### src/rtl/perceptron_pkg.sv
// perceptron_pkg: FSM states, accumulator sizing and saturation helpers.
// Define PERCEPTRON_LEARN_EN to add the UPDATE state for online learning.
package perceptron_pkg;

  typedef enum logic [1:0] {
    S_IDLE   = 2'd0,
    S_MAC    = 2'd1,
    S_DECIDE = 2'd2
`ifdef PERCEPTRON_LEARN_EN
    ,
    S_UPDATE = 2'd3
`endif
  } state_e;

  function automatic int acc_width(input int n, input int k);
    return 2 * n + $clog2(k) + 1;
  endfunction

  // Add two values and clamp into the signed range of a w-bit register.
  function automatic logic signed [63:0] sat_add(
    input logic signed [63:0] a,
    input logic signed [63:0] b,
    input int                 w
  );
    logic signed [63:0] s;
    logic signed [63:0] hi;
    logic signed [63:0] lo;
    s  = a + b;
    hi = (64'sd1 <<< (w - 1)) - 64'sd1;
    lo = -hi - 64'sd1;
    if (s > hi) return hi;
    if (s < lo) return lo;
    return s;
  endfunction

endpackage

### src/rtl/perceptron_mac.sv
// perceptron_mac: signed accumulator, one x*w product per enabled cycle.
// clr preloads the bias; x is unsigned and zero-extended before multiply.
module perceptron_mac
  import perceptron_pkg::*;
#(
  parameter int N  = 8,
  parameter int AW = 19
) (
  input  logic                 clk,
  input  logic                 rst,
  input  logic                 clr,
  input  logic                 en,
  input  logic signed [AW-1:0] bias,
  input  logic        [N-1:0]  xi,
  input  logic signed [N-1:0]  wi,
  output logic signed [AW-1:0] acc
);

  logic signed [2*N:0] xe;
  logic signed [2*N:0] we;
  logic signed [2*N:0] prod;

  assign xe   = {{(N + 1){1'b0}}, xi};
  assign we   = {{(N + 1){wi[N-1]}}, wi};
  assign prod = xe * we;

  always_ff @(posedge clk) begin
    if (rst) begin
      acc <= '0;
    end else if (clr) begin
      acc <= bias;
    end else if (en) begin
      acc <= acc + {{(AW - 2*N - 1){prod[2*N]}}, prod};
    end
  end

endmodule

### src/rtl/perceptron_seq.sv
// perceptron_seq: sequential perceptron, one MAC per cycle over K inputs.
// Optional online learning is compiled in with PERCEPTRON_LEARN_EN.
module perceptron_seq
  import perceptron_pkg::*;
#(
  parameter int N      = 8,
  parameter int K      = 4,
  parameter int THRESH = 320
) (
  input  logic                             clk_in,
  input  logic                             rst,
  input  logic                             in_valid,
  output logic                             in_ready,
  input  logic [K*N-1:0]                   x,
  input  logic                             target,
  input  logic                             w_load,
  input  logic [K*N-1:0]                   w_in,
  input  logic signed [acc_width(N,K)-1:0] b_in,
  output logic                             out_valid,
  output logic                             out,
  output logic signed [acc_width(N,K)-1:0] acc_out
);

  localparam int AW = acc_width(N, K);
  localparam int IW = $clog2(K);
  localparam logic signed [AW-1:0] TH   = AW'(THRESH);
  localparam logic [IW-1:0]        LAST = IW'(K - 1);

  state_e                state;
  logic [IW-1:0]         idx;
  logic [K*N-1:0]        x_r;
  logic signed [N-1:0]   w_r [K];
  logic signed [AW-1:0]  b_r;
  logic signed [AW-1:0]  acc;
  logic                  accept;
  logic                  mac_en;

  assign in_ready = (state == S_IDLE);
  assign accept   = in_ready && in_valid && !w_load;
  assign mac_en   = (state == S_MAC);

  perceptron_mac #(
    .N  (N),
    .AW (AW)
  ) u_mac (
    .clk  (clk_in),
    .rst  (rst),
    .clr  (accept),
    .en   (mac_en),
    .bias (b_r),
    .xi   (x_r[idx*N +: N]),
    .wi   (w_r[idx]),
    .acc  (acc)
  );

`ifdef PERCEPTRON_LEARN_EN
  logic                 tgt_r;
  logic signed [N-1:0]  w_upd [K];
  logic signed [AW-1:0] b_upd;

  // Move each weight toward the target by x_i, clamped to N bits.
  always_comb begin
    logic signed [63:0] wa;
    logic signed [63:0] dx;
    logic signed [63:0] ba;
    wa = '0;
    dx = '0;
    for (int i = 0; i < K; i++) begin
      wa = {{(64 - N){w_r[i][N-1]}}, w_r[i]};
      dx = {{(64 - N){1'b0}}, x_r[i*N +: N]};
      if (!tgt_r) dx = -dx;
      w_upd[i] = N'(sat_add(wa, dx, N));
    end
    ba    = {{(64 - AW){b_r[AW-1]}}, b_r};
    b_upd = AW'(sat_add(ba, tgt_r ? 64'sd1 : -64'sd1, AW));
  end
`else
  logic unused_target;
  assign unused_target = target;
`endif

  always_ff @(posedge clk_in) begin
    if (rst) begin
      state     <= S_IDLE;
      idx       <= '0;
      x_r       <= '0;
      b_r       <= '0;
      out_valid <= 1'b0;
      out       <= 1'b0;
      acc_out   <= '0;
      for (int i = 0; i < K; i++) w_r[i] <= '0;
`ifdef PERCEPTRON_LEARN_EN
      tgt_r     <= 1'b0;
`endif
    end else begin
      out_valid <= 1'b0;
      unique case (state)
        S_IDLE: begin
          if (w_load) begin
            for (int i = 0; i < K; i++) w_r[i] <= w_in[i*N +: N];
            b_r <= b_in;
          end else if (in_valid) begin
            x_r   <= x;
            idx   <= '0;
            state <= S_MAC;
`ifdef PERCEPTRON_LEARN_EN
            tgt_r <= target;
`endif
          end
        end
        S_MAC: begin
          idx <= idx + 1'b1;
          if (idx == LAST) state <= S_DECIDE;
        end
        S_DECIDE: begin
          out       <= (acc >= TH);
          acc_out   <= acc;
          out_valid <= 1'b1;
`ifdef PERCEPTRON_LEARN_EN
          state     <= S_UPDATE;
`else
          state     <= S_IDLE;
`endif
        end
`ifdef PERCEPTRON_LEARN_EN
        S_UPDATE: begin
          if (out != tgt_r) begin
            for (int i = 0; i < K; i++) w_r[i] <= w_upd[i];
            b_r <= b_upd;
          end
          state <= S_IDLE;
        end
`endif
        default: state <= S_IDLE;
      endcase
    end
  end

endmodule

### config.mk
export PLATFORM = sky130hd
export DESIGN_NAME = perceptron_seq
export DESIGN_NICKNAME = d
export VERILOG_FILES = /design/src/rtl/perceptron_pkg.sv /design/src/rtl/perceptron_mac.sv /design/src/rtl/perceptron_seq.sv
export SDC_FILE = /design/constraint.sdc
export NUM_CORES = 1
export LEC_CHECK = 0
export CAP_MARGIN = 20
export CORE_MARGIN = 4
export CORE_UTILIZATION = 45
export CTS_CLUSTER_SIZE = 40
export DETAILED_ROUTE_END_ITERATION = 12
export GPL_TIMING_DRIVEN = 0
export PLACE_DENSITY = 0.72
export RECOVER_POWER = 25
export SLEW_MARGIN = 20
export SYNTH_ARGS = -nofsm -noshare
export SYNTH_HDL_FRONTEND = slang
export SYNTH_SLANG_ARGS = --single-unit
### constraint.sdc
create_clock -name clk_in -period 20.2 [get_ports clk_in]
set_clock_uncertainty 0.15 [all_clocks]
set_input_delay 4.04 -clock clk_in [delete_from_list [all_inputs] [get_ports clk_in]]
set_output_delay 4.04 -clock clk_in [all_outputs]
set_load 0.01 [all_outputs]
-- Word level (Yosys, flattened, before mapping)
Memories as Yosys holds them, arrays and structs flattened. A register that Yosys moved wholly into a read port is not among the register bits.
Cells that the tools add are included.
W data, S select, Z words.
- memories: 1
- bits in writable memories: 32
- bits in registers: 95
- memories (name ; words ; width ; rd ports ; clocked after memory_dff ; write ports ; RTL line ; source):
    w_r ; 4 ; 8 ; 1 ; 1 ; 4 ; perceptron_seq.sv:32 ; logic signed [N-1:0] w_r [K];
- bitwise gates (word level): 5
- shifts and indexed selects: 1
- multipliers: 1
- muxes and demuxes: 22
- equal/unequal tests: 6
- order comparisons: 1
- add/sub/neg operators: 2
- reduce and logical (&&, ||, !) cells: 10
- operators by type and width (cell ; count):
    $mux W19 ; 2
    $mux W8 ; 4
    $shiftx A32 B6 Y8 ; 1
    $add A19 B19 Y19 ; 1
    $ge A19 B10 Y1 const B ; 1
    $mul A9 B8 Y17 ; 1
    $mux W2 ; 7
    $reduce_and A3 Y1 ; 3
    $pmux W2 S2 ; 2
    $mux W1 ; 7
    $eq A2 B2 Y1 const B ; 2
    $ne A2 B2 Y1 const B ; 2
    $or A1 B1 Y1 ; 4
    $reduce_bool A2 Y1 ; 2
    $add A2 B1 Y2 const B ; 1
    $eq A2 B1 Y1 const B ; 1
    $logic_and A1 B1 Y1 ; 2
    $logic_not A2 Y1 ; 1
    $ne A2 B1 Y1 const B ; 1
    $reduce_and A2 Y1 ; 1
    $logic_not A1 Y1 ; 1
    $not A1 Y1 ; 1

-- Longest topological paths before layout
Gate-level depths: netlist of the first run.
- word-level depth: 5
- depth in mapped cells: 30
- depth with buffers taken out: 29

-- Hierarchy
A second synthesis of the first run with hierarchy kept.
- cell total of the unflattened synthesis: 864
- area total of the unflattened synthesis: 8324.2 um^2
- modules (own cells, without submodules) (module ; instances ; area each (um^2) ; cells an instance):
    perceptron_seq ; 1 ; 4374.2 ; 387
    perceptron_mac ; 1 ; 3950.0 ; 477

-- Worst setup path after synthesis of the first run
No wires, ideal clock.
- path type: flip-flop to flip-flop
- start: register idx[0]
- end: register u_mac.acc[18]
- slack: 13.272 ns
- cell stages (with the launch flop): 26
- library setup time: 0.137 ns
- arrival time: 6.641 ns
- clock period less this slack: 6.928 ns
- buffers on the path: 1
- cell sequence: dfxtp_1 > clkbuf_1 > mux4_2 > or2_2 > fa_1 > fa_1 > inv_1 > fa_1 > inv_1 > fa_1 > inv_1 > ha_1 > o21a_1 > o31a_1 > o21ai_0 > nand2b_1 > a21o_1 > a21oi_1 > xnor2_1 > ha_1 > and3_1 > and4_1 > a21boi_0 > a311oi_1 > xnor2_1 > o221ai_1
- cells in the longest elaborated chain, start to end: 5
- RTL lines (element ; RTL line ; source):
    start, declared ; perceptron_seq.sv:30 ; logic [IW-1:0] idx;
    start signal, assigned ; perceptron_seq.sv:112 ; idx <= idx + 1'b1;
    $shiftx A32 B6 Y8 ; perceptron_seq.sv:51 ; .xi (x_r[idx*N +: N]),
    $mul A9 B8 Y17 ; perceptron_mac.sv:25 ; assign prod = xe * we;
    $add A19 B19 Y19 ; perceptron_mac.sv:33 ; acc <= acc + {{(AW - 2*N - 1){prod[2*N]}}, prod};
    $mux W19 ; perceptron_mac.sv:32 ; end else if (en) begin
    $mux W19 ; perceptron_mac.sv:30 ; end else if (clr) begin
    end signal, assigned ; perceptron_mac.sv:31 ; acc <= bias;
    end signal, assigned ; perceptron_mac.sv:33 ;
    end, declared ; perceptron_mac.sv:16 ; output logic signed [AW-1:0] acc
Every way passes these cells. The select of a mux whose other input is x is not followed.
A chain may end at the register's enable or synchronous reset.

-- Final worst setup path of the first run
Same ends and word-level chain as after synthesis.

==> results of run 1 <==
[final cells by class]
cell class	count	area (µm²)	share of cell area, %
Multi-Input combinational cell	641	4830	47.7
Sequential cell	129	2900	28.7
Timing Repair Buffer	107	1070	10.6
Clock buffer	23	519	5.14
Tap cell	225	282	2.78
Inverter	67	251	2.49
Buffer	41	159	1.57
Clock inverter	8	98.8	0.978
[metrics by stage]
step	instance area [µm²]	power (mW)	hold slack [ns]
after floorplan	8140	0.433	0.283
after global placement	9490	0.486	0.290
after detailed placement	9490	0.489	0.297
after CTS	10100	0.805	0.304
after global routing	10100	0.844	0.319
final	10100	0.802	0.301
[path summary, 6_finish.rpt]
path / cells after the start / to / startpoint / slack (ns)
setup / recovery: 26 / u_mac.acc[18]$_SDFFE_PP0P_ / idx[0]$_SDFFE_PP0P_ / 12.64
hold / removal: 2 / acc_out[3]$_SDFFE_PP0P_ / acc_out[3]$_SDFFE_PP0P_ / 0.30
hold reg to reg: 2 / acc_out[3]$_SDFFE_PP0P_ / acc_out[3]$_SDFFE_PP0P_ / 0.30
setup reg to reg: 26 / u_mac.acc[18]$_SDFFE_PP0P_ / idx[0]$_SDFFE_PP0P_ / 12.64
[where the power goes]
part / leakage, nW / switching (mW) / internal [mW] / total [mW]
combinational: 2.81 / 0.108 / 0.0864 / 0.195
sequential: 1.14 / 0.0109 / 0.281 / 0.292
clock: 0.302 / 0.112 / 0.204 / 0.316
total: 4.25 / 0.231 / 0.571 / 0.802
[logic make-up after synthesis]
| kind of cell | count (synthesis) |
|---|---|
| multiplexers | 18 |
| buffers and inverters | 108 |
| adder cells (fa/ha/maj) | 102 |
| AND/OR/NAND/NOR | 313 |
| flip-flops | 129 |
| AO/OA/AOI/OAI | 184 |
| XOR/XNOR | 24 |
[routing by layer]
metal  track usage, %  vias up  wire length, µm
li1                 -     3255                -
met1             25.8     3090             8570
met2             31.7      162             9380
met3             5.21       25             1160
met4             5.60        0              285
met5                0        -                0
[tightest hold or removal path, delay by kind of cell (launching register included)]
kind / cells / cell delay [ns]
AOI/OAI and AO/OA: 1 / 0.05
DFF: 1 / 0.30
and+or+nand+nor: 1 / 0.05
[cells in the final DEF (no fill, tap or decap), types with 4 or more instances in the layout]
cell type and n:
mux4_2 15, and2_1 74, nor2_1 43, buf_2 4, edfxtp_1 32, a311oi_1 7, clkbuf_16 18, o211ai_1 4
clkdlybuf4s50_1 86, a211oi_1 14, a22o_1 19, xnor2_1 19, dfxtp_1 97, a21oi_2 4, ha_1 64, fa_1 38
xor2_1 5, o21ai_0 15, nor2b_1 11, dlygate4sd3_1 21, o221ai_1 4, or2_2 6, a21o_1 4, clkbuf_1 34
a21oi_1 85, clkbuf_8 5, nor3_1 9, nand2_1 154, inv_1 66
[state kept, by name (all words and copies together) (netlist names), named ones only]
name / cells
acc_out: 19
x_r: 32
w_r: 32
out: 1
u_mac.acc: 19
b_r: 19
state: 2
idx: 2
out_valid: 1
==> reports/qor.json, run 1 <==
{
  "drv.max_cap_violation_count": {"value": 0},
  "slew_headroom": {"value": 46.8, "unit": "%"},
  "post-route-drc-count": {"value": 0},
  "max_slew.worst_pin.slew": {"value": 0.793, "unit": "ns"},
  "yosys.cell_count.top_type": {"value": "nand2_1"},
  "hold_buf_cts": {"value": 0},
  "syn-instance-count": {"value": 878},
  "yosysWarnings": {"value": 0},
  "syn-num-nets": {"value": 1068},
  "powerDensity": {"value": 79.4, "unit": "mW/mm²"},
  "placeableCoreArea": {"value": 0.0175, "unit": "mm²"},
  "total_routed_wirelength": {"value": 19.4, "unit": "mm"},
  "hold_path_class": {"value": "reg2reg"},
  "wire_length_of_the_first_global_routing_pass": {"value": 31.6, "unit": "mm"},
  "antenna_cells": {"value": 0},
  "synth_compound_area_share": {"value": 15.0, "unit": "%"},
  "cts-htree-levels": {"value": 4},
  "postSynth.topFlopCell": {"value": "dfxtp_1"},
  "placementRows": {"value": 48},
  "pin_count_of_the_biggest_net_entering_global_routing": {"value": 33},
  "yosys.area.top_type_share": {"value": 23.9, "unit": "%"},
  "area_growth": {"value": 24.2, "unit": "%"},
  "synthesis.area": {"value": 0.00814, "unit": "mm²"},
  "overflow": {"value": 0},
  "yosys.area_share.xor_xnor": {"value": 2.58, "unit": "%"},
  "layout.filler_cells": {"value": 1568},
  "tritoncts.num_buffers": {"value": 17},
  "cp_data_required_time": {"value": 20.33, "unit": "ns"},
  "synth.top_cells.by_count": {"value": "154 x nand2_1, 97 x dfxtp_1, 85 x a21oi_1"},
  "numPlacedInstances": {"value": 1210},
  "netlist_top_cells_area": {"value": "dfxtp_1 24%, edfxtp_1 12%, ha_1 9.8%, fa_1 9.3%, nand2_1 7.1%"},
  "cts_tree": {"value": "built"},
  "main_combinational_cell_family_by_area_after_synthesis": {"value": "adder cells"},
  "post_drt_wl_per_cell": {"value": 15.6, "unit": "µm"},
  "final_antenna_net_count": {"value": 0},
  "vias": {"value": 6532},
  "drive_gt1_share": {"value": 6.69, "unit": "%"},
  "die_height": {"value": 142, "unit": "µm"},
  "yosys.area_share.adder": {"value": 19.2, "unit": "%"},
  "cpMaxStageDelayCell": {"value": "mux4_2"},
  "antenna_found_initial": {"value": 0},
  "finalNonFillerCells": {"value": 1241},
  "synthMuxAreaShare": {"value": 4.53, "unit": "%"},
  "synth.avg_cell_area": {"value": 9.27, "unit": "µm²"},
  "synth_largest_area_cell": {"value": "dfxtp_1"},
  "clk_transition_reported_paths": {"value": 0.06, "unit": "ns"},
  "post-route-min-period": {"value": 7.56, "unit": "ns"},
  "maximum_net_fanout_on_the_critical_path": {"value": 9},
  "grt_util_all_layers": {"value": 19.5, "unit": "%"},
  "detailedRoute.firstPassIterationCount": {"value": 5},
  "timing.final.hold_violations": {"value": 0},
  "pre_cts_ws": {"value": 12.65, "unit": "ns"},
  "cts.sinks": {"value": 129},
  "finalSetupTns": {"value": 0, "unit": "ns"},
  "grt_setup_unrepaired": {"value": "no"},
  "initial_utilization": {"value": 46.4, "unit": "%"},
  "placement.io_buffers": {"value": 107},
  "io_pins": {"value": 110},
  "cts.root.buffer_cell": {"value": "clkbuf_16"},
  "p_leak": {"value": 4.25, "unit": "nW"},
  "outcome": {"value": "complete, no violations"},
  "power.ir.vdd_worst": {"value": 0.0000605, "unit": "V"},
  "ctsLongestPathBuffers": {"value": 2},
  "place.gp.congestion": {"value": 0.909},
  "finalWorstSetupSlack": {"value": 12.64, "unit": "ns"},
  "die_x": {"value": 142, "unit": "µm"},
  "clkLatencyLatePin": {"value": 0.42, "unit": "ns"},
  "first_global_vias": {"value": 6449},
  "design.die.area": {"value": 0.0203, "unit": "mm²"},
  "layout.nets": {"value": 1194},
  "worst-path-buf-inv": {"value": 4},
  "layout_worst_path_cycle_share": {"value": 37.4, "unit": "%"},
  "cpMostUsedCell": {"value": "fa_1"},
  "drt_first_iter_violations": {"value": 293},
  "post_cts.repair.setup_buffers": {"value": 0},
  "route.detailed.vias_per_inst": {"value": 5.26},
  "worst_path_dominant_cell_family": {"value": "adder cells"},
  "ys_seq_area_share": {"value": 35.7, "unit": "%"},
  "fraction_of_synthesis_flops_using_an_asynchronous_set_or_reset_pin": {"value": 0, "unit": "%"},
  "timing_worst_setup_path_type": {"value": "reg2reg"},
  "critical-path-max-stage-delay": {"value": 0.72, "unit": "ns"},
  "post_synth_edffs": {"value": 32},
  "setup_viol": {"value": 0},
  "synthDistinctLibCells": {"value": 56},
  "post-route-util": {"value": 57.7, "unit": "%"},
  "critical_path.endpoint_type": {"value": "flip-flop"},
  "fmax": {"value": 132, "unit": "MHz"},
  "post_cts_resized": {"value": 0},
  "detailed_place_hpwl": {"value": 15.0, "unit": "mm"},
  "worst-endpoint-arrival": {"value": 7.69, "unit": "ns"},
  "element_type_at_the_critical_path_start": {"value": "flip-flop"},
  "drv_slew": {"value": 0},
  "synth-seq-cells": {"value": 129},
  "synth_simple_gate_area_share": {"value": 18.0, "unit": "%"}
}
Note: power is estimated with default switching activity, not from simulation.
==> run 2, diff against run 1 <==
- PLACE_DENSITY: 0.72 -> 0.75
- clock period: 20.2 -> 6.9 ns (I/O delays scaled with it)
==> run 2 against run 1 <==
Compared with the run above: sequential cell count stayed put; hold slack worse by 0.0027 ns; via count is 1.8% higher; design area is 2.6% higher; sequential share of layout area is 0.64 points lower; final cell count is 1.4% higher; critical path type unchanged.
==> reports/qor.json, run 2 (synthesized netlist as in run 1, its figures left out) <==
{
  "io_pins": {"value": 110, "change": "unchanged"},
  "total_routed_wirelength": {"value": 19.4, "unit": "mm", "change": "+0.22%"},
  "hold_path_class": {"value": "reg2reg"},
  "tritoncts.num_buffers": {"value": 17, "change": "unchanged"},
  "wire_length_of_the_first_global_routing_pass": {"value": 31.1, "unit": "mm", "change": "-1.5%"},
  "vias": {"value": 6652, "change": "+1.8%"},
  "crit-reg2reg-capture": {"value": "u_mac.acc[12]$_SDFFE_PP0P_"},
  "die_height": {"value": 142, "unit": "µm", "change": "unchanged"},
  "drv_slew": {"value": 0, "change": "unchanged"},
  "p_leak": {"value": 4.35, "unit": "nW", "change": "+2.3%"},
  "layout_worst_path_cycle_share": {"value": 97.0, "unit": "%", "change": "+60 points"},
  "worstHoldPathCells": {"value": 2, "change": "unchanged"},
  "drive_gt1_share": {"value": 10.8, "unit": "%", "change": "+4.1 points"},
  "maximum_net_fanout_on_the_critical_path": {"value": 8, "change": "-1"},
  "biggest_regs": {"value": "w_r (32), x_r (32)"},
  "cts.root.buffer_cell": {"value": "clkbuf_16"},
  "layout.filler_cells": {"value": 1490, "change": "-5.0%"},
  "element_type_at_the_critical_path_start": {"value": "flip-flop"},
  "place.gp.congestion": {"value": 0.900, "change": "-1.0%"},
  "first_global_vias": {"value": 6438, "change": "-0.17%"},
  "final_antenna_net_count": {"value": 0, "change": "unchanged"},
  "powerDensity": {"value": 220, "unit": "mW/mm²", "change": "+180%"},
  "antenna_found_initial": {"value": 0, "change": "unchanged"},
  "post_drt_wl_per_cell": {"value": 15.4, "unit": "µm", "change": "-1.1%"},
  "drv.max_cap_violation_count": {"value": 0, "change": "unchanged"},
  "clk_transition_reported_paths": {"value": 0.06, "unit": "ns", "change": "about the same"},
  "post-route-min-period": {"value": 6.69, "unit": "ns", "change": "-0.868 ns"},
  "max_slew.worst_pin.slew": {"value": 0.640, "unit": "ns", "change": "-0.153 ns"},
  "ctsLongestPathBuffers": {"value": 2, "change": "unchanged"},
  "area_growth": {"value": 27.4, "unit": "%"},
  "rr_worst_depth": {"value": 23, "change": "-12%"},
  "finalSetupTns": {"value": 0, "unit": "ns", "change": "unchanged"},
  "overflow": {"value": 0, "change": "unchanged"},
  "cp_data_required_time": {"value": 7.04, "unit": "ns", "change": "-13.29 ns"},
  "placeableCoreArea": {"value": 0.0175, "unit": "mm²", "change": "unchanged"},
  "worstHoldStart": {"value": "acc_out[7]$_SDFFE_PP0P_"},
  "placement.io_buffers": {"value": 107, "change": "unchanged"},
  "post-route-util": {"value": 59.1, "unit": "%", "change": "+1.5 points"},
  "timing.rr.start": {"value": "idx[0]$_SDFFE_PP0P_"},
  "multi_input_comb_area": {"value": 0.00501, "unit": "mm²", "change": "+3.9%"},
  "drt_first_iter_violations": {"value": 423, "change": "+44%"},
  "route.detailed.vias_per_inst": {"value": 5.29, "change": "+0.46%"},
  "timing.final.hold_violations": {"value": 0, "change": "unchanged"},
  "detailedRoute.firstPassIterationCount": {"value": 5, "change": "unchanged"},
  "power.ir.vdd_worst": {"value": 0.000185, "unit": "V", "change": "+210%"},
  "reg2reg_setup_slack": {"value": 0.21, "unit": "ns", "change": "-12.43 ns"},
  "fmax": {"value": 149, "unit": "MHz", "change": "+13%"},
  "detailed_place_hpwl": {"value": 14.8, "unit": "mm", "change": "-0.95%"},
  "pin_count_of_the_biggest_net_entering_global_routing": {"value": 33, "change": "unchanged"},
  "critical_path.endpoint_type": {"value": "flip-flop"},
  "grt_setup_unrepaired": {"value": "yes"},
  "ff_latch_area": {"value": 0.00291, "unit": "mm²", "change": "+0.30%"},
  "antenna_cells": {"value": 0, "change": "unchanged"},
  "placed_area": {"value": 0.00949, "unit": "mm²", "change": "about the same"},
  "design.die.area": {"value": 0.0203, "unit": "mm²", "change": "unchanged"},
  "final_cell_mix": {"value": "154 x nand2_1, 94 x dfxtp_1, 86 x clkdlybuf4s50_1"},
  "layout_commonest_cell": {"value": "nand2_1"},
  "hold_buf_cts": {"value": 0, "change": "unchanged"},
  "total_power": {"value": 2.28, "unit": "mW", "change": "+180%"},
  "fin_area": {"value": 0.0104, "unit": "mm²", "change": "+2.6%"},
  "cts_tree": {"value": "built"},
  "timing_worst_setup_path_type": {"value": "reg2reg"},
  "slew_headroom": {"value": 57.2, "unit": "%", "change": "+10 points"},
  "cts.sinks": {"value": 129, "change": "unchanged"},
  "min_to": {"value": "acc_out[7]$_SDFFE_PP0P_"},
  "placementRows": {"value": 48, "change": "unchanged"},
  "grt_util_all_layers": {"value": 19.2, "unit": "%", "change": "-0.37 points"},
  "setup_viol": {"value": 0, "change": "unchanged"},
  "outcome": {"value": "complete, no violations"},
  "clkLatencyLatePin": {"value": 0.42, "unit": "ns", "change": "about the same"},
  "die_x": {"value": 142, "unit": "µm", "change": "unchanged"},
  "worst-endpoint-arrival": {"value": 6.83, "unit": "ns", "change": "-0.86 ns"},
  "post-route-drc-count": {"value": 0, "change": "unchanged"},
  "cts-htree-levels": {"value": 4, "change": "unchanged"},
  "initial_utilization": {"value": 46.4, "unit": "%", "change": "unchanged"},
  "layout.nets": {"value": 1210, "change": "+1.3%"}
}
run 2: cell types whose count changed in the layout (fill, tap and decap cells not counted), sizes merged:
cell / previous run / this run
buf: 7 / 27
bufinv: 2 / 0
clkbuf: 57 / 53
clkinv: 4 / 6
clkinvlp: 2 / 1
inv: 67 / 69
run 2: worst max path at each step:
stage / from / end / slack, ns / depth (start not counted)
after floorplan: flip-flop / u_mac.acc[18]$_SDFFE_PP0P_ / 0.18 / 26
after global placement: flip-flop / u_mac.acc[18]$_SDFFE_PP0P_ / -0.51 / 27
after CTS: idx[0]$_SDFFE_PP0P_ / u_mac.acc[18]$_SDFFE_PP0P_ / 0.003 / 28
after detailed placement: flip-flop / u_mac.acc[18]$_SDFFE_PP0P_ / -0.62 / 27
final: idx[0]$_SDFFE_PP0P_ / u_mac.acc[12]$_SDFFE_PP0P_ / 0.21 / 23
after global routing: idx[0]$_SDFFE_PP0P_ / u_mac.acc[18]$_SDFFE_PP0P_ / -0.06 / 23
run 2: layer usage:
layer	part of all wire [%]	routed length (µm)	up-vias	GRT usage [%]
met5	0	0	-	0
met2	49	9590	171	31.6
li1	-	-	3288	-
met4	1.6	311	0	5.70
met1	44	8510	3162	25.2
met3	5.2	1020	31	4.44
run 2: critical path, cell delays in order, from the launching register on:
cell,delay [ns]
dfxtp_4,0.38
buf_8,0.13
mux4_2,0.56
or2_2,0.31
fa_1,0.48
fa_1,0.55
inv_1,0.06
fa_1,0.52
inv_1,0.06
fa_1,0.54
inv_1,0.07
ha_4,0.28
nor2b_2,0.15
nor2_2,0.05
o21ai_2,0.18
a21oi_1,0.11
xnor2_1,0.14
ha_1,0.27
buf_2,0.18
nand3_1,0.12
or3_1,0.37
o221ai_2,0.31
xnor2_1,0.16
a2111oi_1,0.43
run 2: what timing repair did:
item / 4_1_cts / 5_1_grt
buffers inserted: 5 / 12
cloned: 0 / 1
gates resized for setup: 10 / 32
pin swaps: 3 / 8
endpoints found under the setup margin: 7 / 7
run 2: cell type report:
cell class | count | share of cell area, %
multi-input combinational | 641 | 48.3
sequential | 129 | 28.1
timing repair buffer | 125 | 11.8
clock buffer | 23 | 4.51
tap | 225 | 2.71
inverter | 67 | 2.42
buffer | 39 | 1.58
clock inverter | 9 | 0.555
run 2: stage by stage:
stage | setup WS [ns] | hold slack (ns) | instances
after floorplan | 0.179 | 0.283 | 878
after global placement | -0.511 | 0.290 | 1210
after detailed placement | -0.616 | 0.295 | 1210
after CTS | 0.00270 | 0.303 | 1245
after global routing | -0.0602 | 0.317 | 1258
final | 0.206 | 0.298 | 1258
run 2: power breakdown:
part	switching, mW	internal, mW
clock	0.321	0.476
sequential	0.0349	0.822
combinational	0.335	0.290
